==> config.mk <==
export PLATFORM = sky130hd
export DESIGN_NAME = load_store_unit
export DESIGN_NICKNAME = d
export VERILOG_FILES = /design/src/rtl/load_store_unit.sv
export SDC_FILE = /design/constraint.sdc
export NUM_CORES = 1
export LEC_CHECK = 0
export CORE_ASPECT_RATIO = 2
export CORE_UTILIZATION = 42
export CTS_CLUSTER_SIZE = 25
export DETAILED_ROUTE_END_ITERATION = 10
export GPL_ROUTABILITY_DRIVEN = 0
export GPL_TIMING_DRIVEN = 0
export PLACE_DENSITY = 0.81
export SYNTH_ARGS = -nofsm -noshare
export SYNTH_HDL_FRONTEND = slang
export SYNTH_SLANG_ARGS = --single-unit
==> constraint.sdc <==
create_clock -name clk -period 2.5 [get_ports clk]
set_input_delay 0.25 -clock clk [delete_from_list [all_inputs] [get_ports clk]]
set_output_delay 0.25 -clock clk [all_outputs]
set_load 0.01 [all_outputs]
==> src/rtl/load_store_unit.sv <==
// Load/store unit: turns one execute-stage request into a word-aligned memory access with byte enables.
// Aligns and extends load data. Holds the memory request until ack, and gives up after TIMEOUT cycles.
module load_store_unit #(
    parameter int ADDR_WIDTH = 32,
    parameter int TIMEOUT    = 16
) (
    input  logic                  clk,
    input  logic                  rst,
    input  logic                  lsu_valid,
    output logic                  lsu_ready,
    input  logic                  is_store,
    input  logic [2:0]            funct3,
    input  logic [ADDR_WIDTH-1:0] addr,
    input  logic [31:0]           store_data,
    output logic                  done,
    output logic [31:0]           load_data,
    output logic [1:0]            err,
    output logic                  mem_req,
    output logic                  mem_we,
    output logic [ADDR_WIDTH-1:0] mem_addr,
    output logic [3:0]            mem_be,
    output logic [31:0]           mem_wdata,
    input  logic                  mem_ack,
    input  logic [31:0]           mem_rdata
);
    localparam int CW = (TIMEOUT > 2) ? $clog2(TIMEOUT) : 1;

    typedef enum logic [1:0] {IDLE, ACCESS, DONE} state_t;

    state_t        state, state_nxt;
    logic [CW-1:0] count;
    logic [2:0]    f3_q;
    logic [1:0]    lane_q;
    logic          st_q;

    logic          legal_f3, misalign, req_ok, timeout_hit;
    logic [3:0]    be_nxt;
    logic [31:0]   wdata_nxt, fmt;
    logic [7:0]    rbyte;
    logic [15:0]   rhalf;

    always_comb begin
        legal_f3 = is_store ? (funct3 == 3'b000 || funct3 == 3'b001 || funct3 == 3'b010)
                            : (funct3 == 3'b000 || funct3 == 3'b001 || funct3 == 3'b010 ||
                               funct3 == 3'b100 || funct3 == 3'b101);
        misalign = (funct3[1:0] == 2'b01 && addr[0]) ||
                   (funct3[1:0] == 2'b10 && addr[1:0] != 2'b00);
        req_ok   = legal_f3 && !misalign;
    end

    // Stores replicate the datum into every lane so memory can pick it up from any byte position.
    always_comb begin
        be_nxt    = 4'b1111;
        wdata_nxt = store_data;
        if (is_store) begin
            case (funct3[1:0])
                2'b00: begin
                    be_nxt    = 4'(4'b0001 << addr[1:0]);
                    wdata_nxt = {4{store_data[7:0]}};
                end
                2'b01: begin
                    be_nxt    = 4'(4'b0011 << addr[1:0]);
                    wdata_nxt = {2{store_data[15:0]}};
                end
                default: begin
                    be_nxt    = 4'b1111;
                    wdata_nxt = store_data;
                end
            endcase
        end
    end

    always_comb begin
        rbyte = mem_rdata[{lane_q, 3'b000} +: 8];
        rhalf = lane_q[1] ? mem_rdata[31:16] : mem_rdata[15:0];
        case (f3_q)
            3'b000:  fmt = {{24{rbyte[7]}}, rbyte};
            3'b001:  fmt = {{16{rhalf[15]}}, rhalf};
            3'b010:  fmt = mem_rdata;
            3'b100:  fmt = {24'd0, rbyte};
            3'b101:  fmt = {16'd0, rhalf};
            default: fmt = 32'd0;
        endcase
    end

    assign timeout_hit = (count == CW'(TIMEOUT - 1));

    always_ff @(posedge clk) begin
        if (rst) state <= IDLE;
        else     state <= state_nxt;
    end

    always_comb begin
        state_nxt = state;
        case (state)
            IDLE:    if (lsu_valid) state_nxt = req_ok ? ACCESS : DONE;
            ACCESS:  if (mem_ack || timeout_hit) state_nxt = DONE;
            DONE:    state_nxt = IDLE;
            default: state_nxt = IDLE;
        endcase
    end

    assign lsu_ready = (state == IDLE) && !rst;
    assign mem_req   = (state == ACCESS);
    assign done      = (state == DONE);

    always_ff @(posedge clk) begin
        if (rst) begin
            count     <= '0;
            f3_q      <= 3'b000;
            lane_q    <= 2'b00;
            st_q      <= 1'b0;
            mem_we    <= 1'b0;
            mem_addr  <= '0;
            mem_be    <= 4'b0000;
            mem_wdata <= 32'd0;
            err       <= 2'b00;
            load_data <= 32'd0;
        end else begin
            case (state)
                IDLE: begin
                    err       <= 2'b00;
                    load_data <= 32'd0;
                    if (lsu_valid) begin
                        f3_q   <= funct3;
                        lane_q <= addr[1:0];
                        st_q   <= is_store;
                        count  <= '0;
                        if (req_ok) begin
                            mem_we    <= is_store;
                            mem_addr  <= {addr[ADDR_WIDTH-1:2], 2'b00};
                            mem_be    <= be_nxt;
                            mem_wdata <= wdata_nxt;
                        end else begin
                            err <= 2'b01;
                        end
                    end
                end
                ACCESS: begin
                    count <= count + 1'b1;
                    // An ack on the final allowed cycle still wins over the timeout.
                    if (mem_ack || timeout_hit) begin
                        mem_we    <= 1'b0;
                        mem_addr  <= '0;
                        mem_be    <= 4'b0000;
                        mem_wdata <= 32'd0;
                        err       <= mem_ack ? 2'b00 : 2'b10;
                        load_data <= (mem_ack && !st_q) ? fmt : 32'd0;
                    end
                end
                default: begin
                    err       <= 2'b00;
                    load_data <= 32'd0;
                end
            endcase
        end
    end
endmodule

Word level (Yosys, flattened, before mapping)
Index checks and enable logic that the tools add are counted.
{"block": "op_classes", "addsub": 1, "n_mul": 0, "div": 0, "order_cmp": 0, "n_eq_ne": 16, "n_shift": 3, "n_mux": 34, "bitwise": 1, "n_reduce_logical": 25}
{"operator": "$mux W32", "count": 7}
{"operator": "$pmux W32 S2", "count": 3}
{"operator": "$pmux W32 S5", "count": 1}
{"operator": "$shiftx A32 B6 Y8", "count": 1}
{"operator": "$pmux W4 S2", "count": 3}
{"operator": "$mux W4", "count": 5}
{"operator": "$mux W16", "count": 1}
{"operator": "$eq A3 B3 Y1 const B", "count": 4}
{"operator": "$mux W2", "count": 5}
{"operator": "$pmux W2 S2", "count": 2}
{"operator": "$eq A3 B1 Y1 const B", "count": 2}
{"operator": "$eq A3 B2 Y1 const B", "count": 2}
{"operator": "$logic_not A3 Y1", "count": 2}
{"operator": "$logic_or A1 B1 Y1", "count": 6}
{"operator": "$mux W1", "count": 6}
{"operator": "$reduce_and A2 Y1", "count": 3}
{"operator": "$logic_and A1 B1 Y1", "count": 5}
{"operator": "$add A4 B1 Y4 const B", "count": 1}
{"operator": "$eq A2 B1 Y1 const B", "count": 2}
{"operator": "$eq A2 B2 Y1 const B", "count": 2}
{"operator": "$eq A4 B4 Y1 const B", "count": 1}
{"operator": "$logic_not A2 Y1", "count": 2}
{"operator": "$ne A2 B2 Y1 const B", "count": 2}
{"operator": "$reduce_and A4 Y1", "count": 1}
{"operator": "8 further kinds", "count": 11}
{"block": "totals", "ff_bits": 115, "latchBits": 0, "ram_bits": 0, "rom_bits": 0, "input_bits": 104, "output_inout_bits": 106, "word_cells": 91, "mem_count": 0}

Depth between registers and ports, before layout
Gate-level depths: netlist of the first run.
{"block": "depth", "depth_word": 10, "ltp_mapped": 8, "depth_no_buf": 5}

Worst setup path after synthesis of the first run
Ideal clock, no wire load.
{"block": "synth_timing", "path_kind": "flip-flop to flip-flop", "from": "register count[0]", "to": "register mem_wdata[14]", "setup_time_ns": 0.070, "arrival_ns": 1.748, "setup_slack_ns": 0.682, "stages_incl_launch_ff": 9, "synth_period_minus_slack_ns": 1.818, "path_cell_list": "dfxtp_1 -> ha_1 -> a31oi_2 -> nand2b_1 -> and3b_1 -> clkbuf_1 -> buf_6 -> buf_2 -> o2bb2ai_1"}
{"block": "synth_via", "elab_chain_len": 4}
{"item": "start: declaration", "line": "31", "text": "logic [CW-1:0] count;"}
{"item": "start signal: assignment", "line": "140", "text": "count <= count + 1'b1;"}
{"item": "$eq A4 B4 Y1", "line": "86", "text": "assign timeout_hit = (count == CW'(TIMEOUT - 1));"}
{"item": "$logic_or A1 B1 Y1", "line": "142", "text": "if (mem_ack || timeout_hit) begin"}
{"item": "$ne A2 B1 Y1 (no source line)"}
{"item": "$reduce_and A4 Y1 (no source line)"}
{"item": "end signal: assignment", "line": "133", "text": "mem_wdata <= wdata_nxt;"}
{"item": "end: declaration", "line": "22", "text": "output logic [31:0] mem_wdata,"}
No other way between the ends.
A chain may end at the register's enable or synchronous reset.

Final worst setup path of the first run
{"block": "layout_timing", "from": "register count[0]", "to": "register mem_wdata[23]"}
The elaborated chain is that of the path after synthesis.

==> impl_metrics.yaml, run 1 <==
synth:
  synth.distinct_cells: 39
  synth-main-ff-cell: "dfxtp_1"
  synth_cells: 475
  synthMuxAreaShare: 0.08129
  yosys.area_share.simple: 0.09155
  yosysMostFrequentCell: "dfxtp_1"
  synth-edff-count: 0
  yosys-top-cells-area: "dfxtp_1, a22o_1, mux2i_1, o2bb2ai_1, a22oi_1"
  synth_compound_area_frac: 0.2968
  ys_top_cells_by_count: "dfxtp_1, a22o_1, a21oi_1, mux2i_1, o2bb2ai_1"
  synth-xor-area-share: 0
  yosysTopAreaCell: "dfxtp_1"
  ys_seq_area_frac: 0.4757
  synth_top_area_share: 0.4757
  avgSynthCellArea_um2: 10.01
  async_flop_share: 0
  ys_warn_count: 0
  syn_area_um2: 4756
  synth_top_family_by_area: "compound AO/OA/AOI/OAI gates"
  synth_seq_cells: 113
  synth_fa_ha_area_frac: 0.002631
die:
  die_h_um: 152.5
  core_area_um2: 10950
  fp.dieW_um: 77.25
  io_pins: 210
  dieArea_um2: 11780
  row_count: 54
  start_util: 0.4345
clock_network:
  cts_tree: "built"
  cts_setup_buffers: 0
  clk_latency_ns: 0.40
  ctsHoldBuffers: 0
  cts_buffers: 17
  cts_root_buf: "clkbuf_16"
  clkSlewWorstSetupHoldPaths_ns: 0.05
  cts_resized: 0
  cts.htree.levels: 4
  clock_path_buffers: 2
  clock_sinks: 113
worst_setup_path:
  arrival_ns: 2.56
  cp-start-kind: "register"
  r2r-start: "count[0]$_SDFFE_PP0P_"
  timing.rr.end: "mem_wdata[23]$_SDFFE_PP0P_"
  path_class: "register to register"
  crit_fanout: 10
  reg2reg_slack_ns: 0.27
  worstPathBufferInverterCount: 3
  crit_family: "buffers and inverters"
  critPathRequiredTime_ns: 2.83
  crit_path_end_kind: "register"
  cp_slowest_cell: "a31oi_2"
  path_cells: "ha_1, a31oi_2, nand2b_1, and3b_1, clkbuf_1, buf_6, buf_2, o2bb2ai_1"
  max_stage_delay_ns: 0.44
  r2r_cells: 8
cells_and_area:
  fin_util: 0.6991
  final_cells: 853
  nets: 805
  antenna_cells: 0
  fill_cells: 870
  register_area_um2: 2262
  final_cell_area_um2: 7652
  area_growth_pct: 60.91
  drive_gt1_frac: 0.09116
  multiInputGateArea_um2: 2253
power:
  power_density_nw_per_um2: 710.5
  total_power_uw: 5437
  pwr-share-clk: 0.504
  p_sw_frac: 0.2374
  combPwrFrac: 0.144
  power.internal_uw: 4146
  p_leak_uw: 0.002844
  p_sw_uw: 1291
  seq_power_share: 0.352
  ir_drop_v: 0.0005402
drt:
  drt_wl_total_um: 16450
  first_pass_iters: 4
  drc_errors: 0
  avgViaCountPerCell: 5.603
  drtAntennaViolNets: 0
  num_vias: 4779
  drtIter0Drc: 236
  routedWlPerCell_um: 19.29
placement:
  portBuffers: 205
  dp_hpwl_um: 12450
  dp.cells: 821
  postPlaceCellArea_um2: 6987
timing:
  hold_viol_final: 0
  tightest_slew_ns: 0.7406
  report.final.slew_viol_count: 0
  fmaxAchievable_ghz: 0.4478
  rsz0062_at_grt: "false"
  relSlewSlack: 0.5050
  fin_crit_sh: 0.8932
  layout_min_cycle_time_ns: 2.233
  setup_tns_ns: 0
  skew_ns: 0.005224
  setup_viol: 0
grt:
  grtUsageTotal: 0.2819
  grt_pass1_vias: 5030
  grt_max_degree: 17
  overflow: 0
  grt_antenna_before_repair: 0
  grt_first_pass_wirelength_um: 25670
min_path:
  hold_class: "input pin to register"
  worstHoldPathCells: 2
  hold_end: "state[1]$_SDFFE_PP0P_"
  hold_path.startpoint: "rst"
run_status:
  status: "completed"
run:
  drv_cap: 0
registers in the layout, summed over array words and instances, names as in the netlist, 2 cells and up:
name / cells
count: 4
err: 2
f3_q: 3
lane_q: 2
load_data: 32
mem_addr: 30
mem_be: 4
mem_wdata: 32
state: 2
placed cells by master, fill, tap and decap left out, types with 2 or more instances in the layout:
master,count
a21oi_1,33
nor2b_1,7
o21ai_1,2
a22oi_1,26
a22o_1,51
mux2i_1,33
conb_1,2
buf_2,17
nor2_1,18
nand3_1,8
mux2_2,3
buf_6,4
buf_4,3
a211oi_1,25
clkinvlp_4,5
clkdlybuf4s50_1,205
a221oi_1,2
o2bb2ai_1,32
nor3_1,4
clkbuf_1,21
o21ai_0,13
clkinv_2,2
dfxtp_1,113
buf_1,3
nand2b_1,12
bufinv_16,6
and3b_1,2
nor3b_1,2
and2_1,2
clkbuf_16,17
nand2_1,26
power groups by stage:
stage / Combinational [µW] / Clock [µW] / Sequential (µW)
after floorplan: 339 / 0 / 1970
after global placement: 759 / 0 / 1950
after detailed placement: 774 / 0 / 1950
after CTS: 782 / 2770 / 1910
after global routing: 836 / 2860 / 1920
final: 783 / 2740 / 1910
routing by layer:
layer,track usage,vias up,routed length (µm)
met5,0,-,0
met4,0.1411,0,589
met3,0.08623,41,1277
met2,0.5335,258,8941
met1,0.2637,2233,5646
li1,-,2247,-
area by class of cell:
| type | count | share of cell area |
|---|---|---|
| Buffer | 48 | 0.03188 |
| Clock buffer | 18 | 0.05608 |
| Clock inverter | 14 | 0.03090 |
| Multi-Input combinational cell | 315 | 0.2945 |
| Sequential cell | 113 | 0.2956 |
| Tap cell | 140 | 0.02289 |
| Timing Repair Buffer | 205 | 0.2681 |
worst max path at each step:
| stage | cells after the start | to | start |
|---|---|---|---|
| after CTS | 8 | mem_wdata[23]$_SDFFE_PP0P_ | count[0]$_SDFFE_PP0P_ |
| after global placement | 8 | mem_wdata[18]$_SDFFE_PP0P_ | mem_ack |
| after detailed placement | 8 | mem_wdata[23]$_SDFFE_PP0P_ | mem_ack |
| final | 8 | mem_wdata[23]$_SDFFE_PP0P_ | count[0]$_SDFFE_PP0P_ |
| after global routing | 8 | mem_wdata[16]$_SDFFE_PP0P_ | count[0]$_SDFFE_PP0P_ |
| after floorplan | 8 | mem_wdata[14]$_SDFFE_PP0P_ | count[0]$_SDFFE_PP0P_ |
logic make-up after synthesis:
family / Yosys count
compound gates: 189
flops: 113
buf+inv: 48
other cells: 1
mux: 37
simple gates: 86
fa+ha+maj: 1
through the flow:
step                      hold slack (ns)  setup WS [ns]
after floorplan                    0.3293         0.6820
after global placement             0.4448         0.1460
after detailed placement           0.4464        0.09084
after CTS                          0.2400         0.2447
after global routing               0.2767         0.1297
final                              0.2514         0.2669
Note: power is estimated with default switching activity, not from simulation.
==> run 2, diff against run 1 <==
CORE_MARGIN = 2   (was unset)
TNS_END_PERCENT = 5   (was unset)
==> run 2 against run 1 <==
Compared with the run above: final cell count increased by 0.23%; critical path depth unchanged; clock power decreased by 6%; wire length decreased by 6.8%; register-to-register slack about the same; critical path type unchanged; largest power group unchanged.
==> impl_metrics.yaml, run 2 (synthesis gave the netlist of run 1 again) <==
grt:
  grt_first_pass_wirelength_um: 24250
  overflow: 0
  grtUsageTotal: 0.2499
  grt_antenna_before_repair: 0
  grt_max_degree: 17
  grt_pass1_vias: 4651
cells_and_area:
  area_growth_pct: 60.25
  top_regs: "load_data: 32 flops, mem_wdata: 32 flops, mem_addr: 30 flops"
  final_cells: 855
  final_common_cell: "clkdlybuf4s50_1"
  register_area_um2: 2262
  drive_gt1_frac: 0.09257
  antenna_cells: 0
  fill_cells: 885
  multiInputGateArea_um2: 2253
  final_cell_mix: "clkdlybuf4s50_1, dfxtp_1, a22o_1"
  nets: 805
timing:
  report.final.slew_viol_count: 0
  setup_tns_ns: 0
  rsz0062_at_grt: "false"
  relSlewSlack: 0.4942
  tightest_slew_ns: 0.7567
  skew_ns: 0.01013
  fmaxAchievable_ghz: 0.4482
  hold_viol_final: 0
  setup_viol: 0
  layout_min_cycle_time_ns: 2.231
  fin_crit_sh: 0.8925
placement:
  portBuffers: 205
  dp.cells: 823
  dp_hpwl_um: 11060
worst_setup_path:
  path_class: "register to register"
  critPathRequiredTime_ns: 2.84
  cp_slowest_cell: "a31oi_2"
  max_stage_delay_ns: 0.43
  crit_family: "buffers and inverters"
  arrival_ns: 2.57
  cp-start-kind: "register"
  crit_path_end_kind: "register"
  path_cells: "ha_1, a31oi_2, nand2b_1, and3b_1, clkbuf_1, buf_6, buf_2, o2bb2ai_1"
  crit_fanout: 10
  worstPathBufferInverterCount: 3
drt:
  num_vias: 4748
  drtIter0Drc: 299
  drc_errors: 0
  avgViaCountPerCell: 5.553
  drt_wl_total_um: 15330
  drtAntennaViolNets: 0
  routedWlPerCell_um: 17.93
  first_pass_iters: 5
clock_network:
  clk_latency_ns: 0.41
  clock_sinks: 113
  cts_buffers: 17
  cts_setup_buffers: 0
  cts_root_buf: "clkbuf_16"
  cts_tree: "built"
  clock_path_buffers: 2
  cts.htree.levels: 4
  clkSlewWorstSetupHoldPaths_ns: 0.06
  ctsHoldBuffers: 0
  cts_resized: 0
min_path:
  hold_class: "input pin to register"
die:
  core_area_um2: 11150
  dieArea_um2: 12240
  die_h_um: 154.5
  row_count: 55
  start_util: 0.4266
  fp.dieW_um: 79.25
  io_pins: 210
power:
  p_leak_uw: 0.002840
  p_sw_uw: 1301
  ir_drop_v: 0.0005687
  power_density_nw_per_um2: 690.0
  power.internal_uw: 3958
  pwr-share-clk: 0.488
  combPwrFrac: 0.148
  seq_power_share: 0.364
  p_sw_frac: 0.2474
run_status:
  status: "completed"
run:
  drv_cap: 0
## run 2: path summary, 6_finish.rpt
check	endpoint	startpoint	slack [ns]	cells past startpoint
worst min-delay path	err[0]$_SDFFE_PP0P_	rst	0.28	2
worst min register to register	mem_wdata[16]$_SDFFE_PP0P_	mem_wdata[16]$_SDFFE_PP0P_	0.46	1
worst max register to register	mem_wdata[14]$_SDFFE_PP0P_	count[0]$_SDFFE_PP0P_	0.27	8
worst max-delay path	mem_wdata[14]$_SDFFE_PP0P_	count[0]$_SDFFE_PP0P_	0.27	8
## run 2: layout make-up
cell class	count	share of cell area
flip-flops and latches	113	0.2968
multi-input cells	315	0.2957
repair buffers	205	0.2692
clock buffers	17	0.05582
plain buffers	48	0.03201
clock inverters	15	0.02709
well taps	142	0.02331
## run 2: power by group through the flow
stage / combinational, µW / clock, µW / sequential, µW
final: 777 / 2570 / 1910
after global routing: 832 / 2700 / 1920
after CTS: 771 / 2600 / 1910
after detailed placement: 764 / 0 / 1950
after global placement: 752 / 0 / 1950
after floorplan: 339 / 0 / 1970
## run 2: per-layer routing
| layer | vias up | track usage | wire length, µm |
|---|---|---|---|
| met5 | - | 0 | 0 |
| met4 | 0 | 0.07718 | 223 |
| met3 | 17 | 0.08868 | 1479 |
| met2 | 249 | 0.4048 | 7431 |
| met1 | 2237 | 0.3091 | 6192 |
| li1 | 2245 | - | - |
## run 2: through the flow
step	area, µm²	util	setup WS, ns	total power [µW]	hold slack (ns)
final	7621	0.6836	0.2688	5259	0.2837
after global routing	7621	0.6836	0.05149	5455	0.3275
after floorplan	4760	-	0.6820	2309	0.3293
after CTS	7621	0.6836	0.2319	5287	0.2697
after detailed placement	6989	0.6269	0.05395	2711	0.4454
after global placement	6989	0.6269	0.1129	2699	0.4447
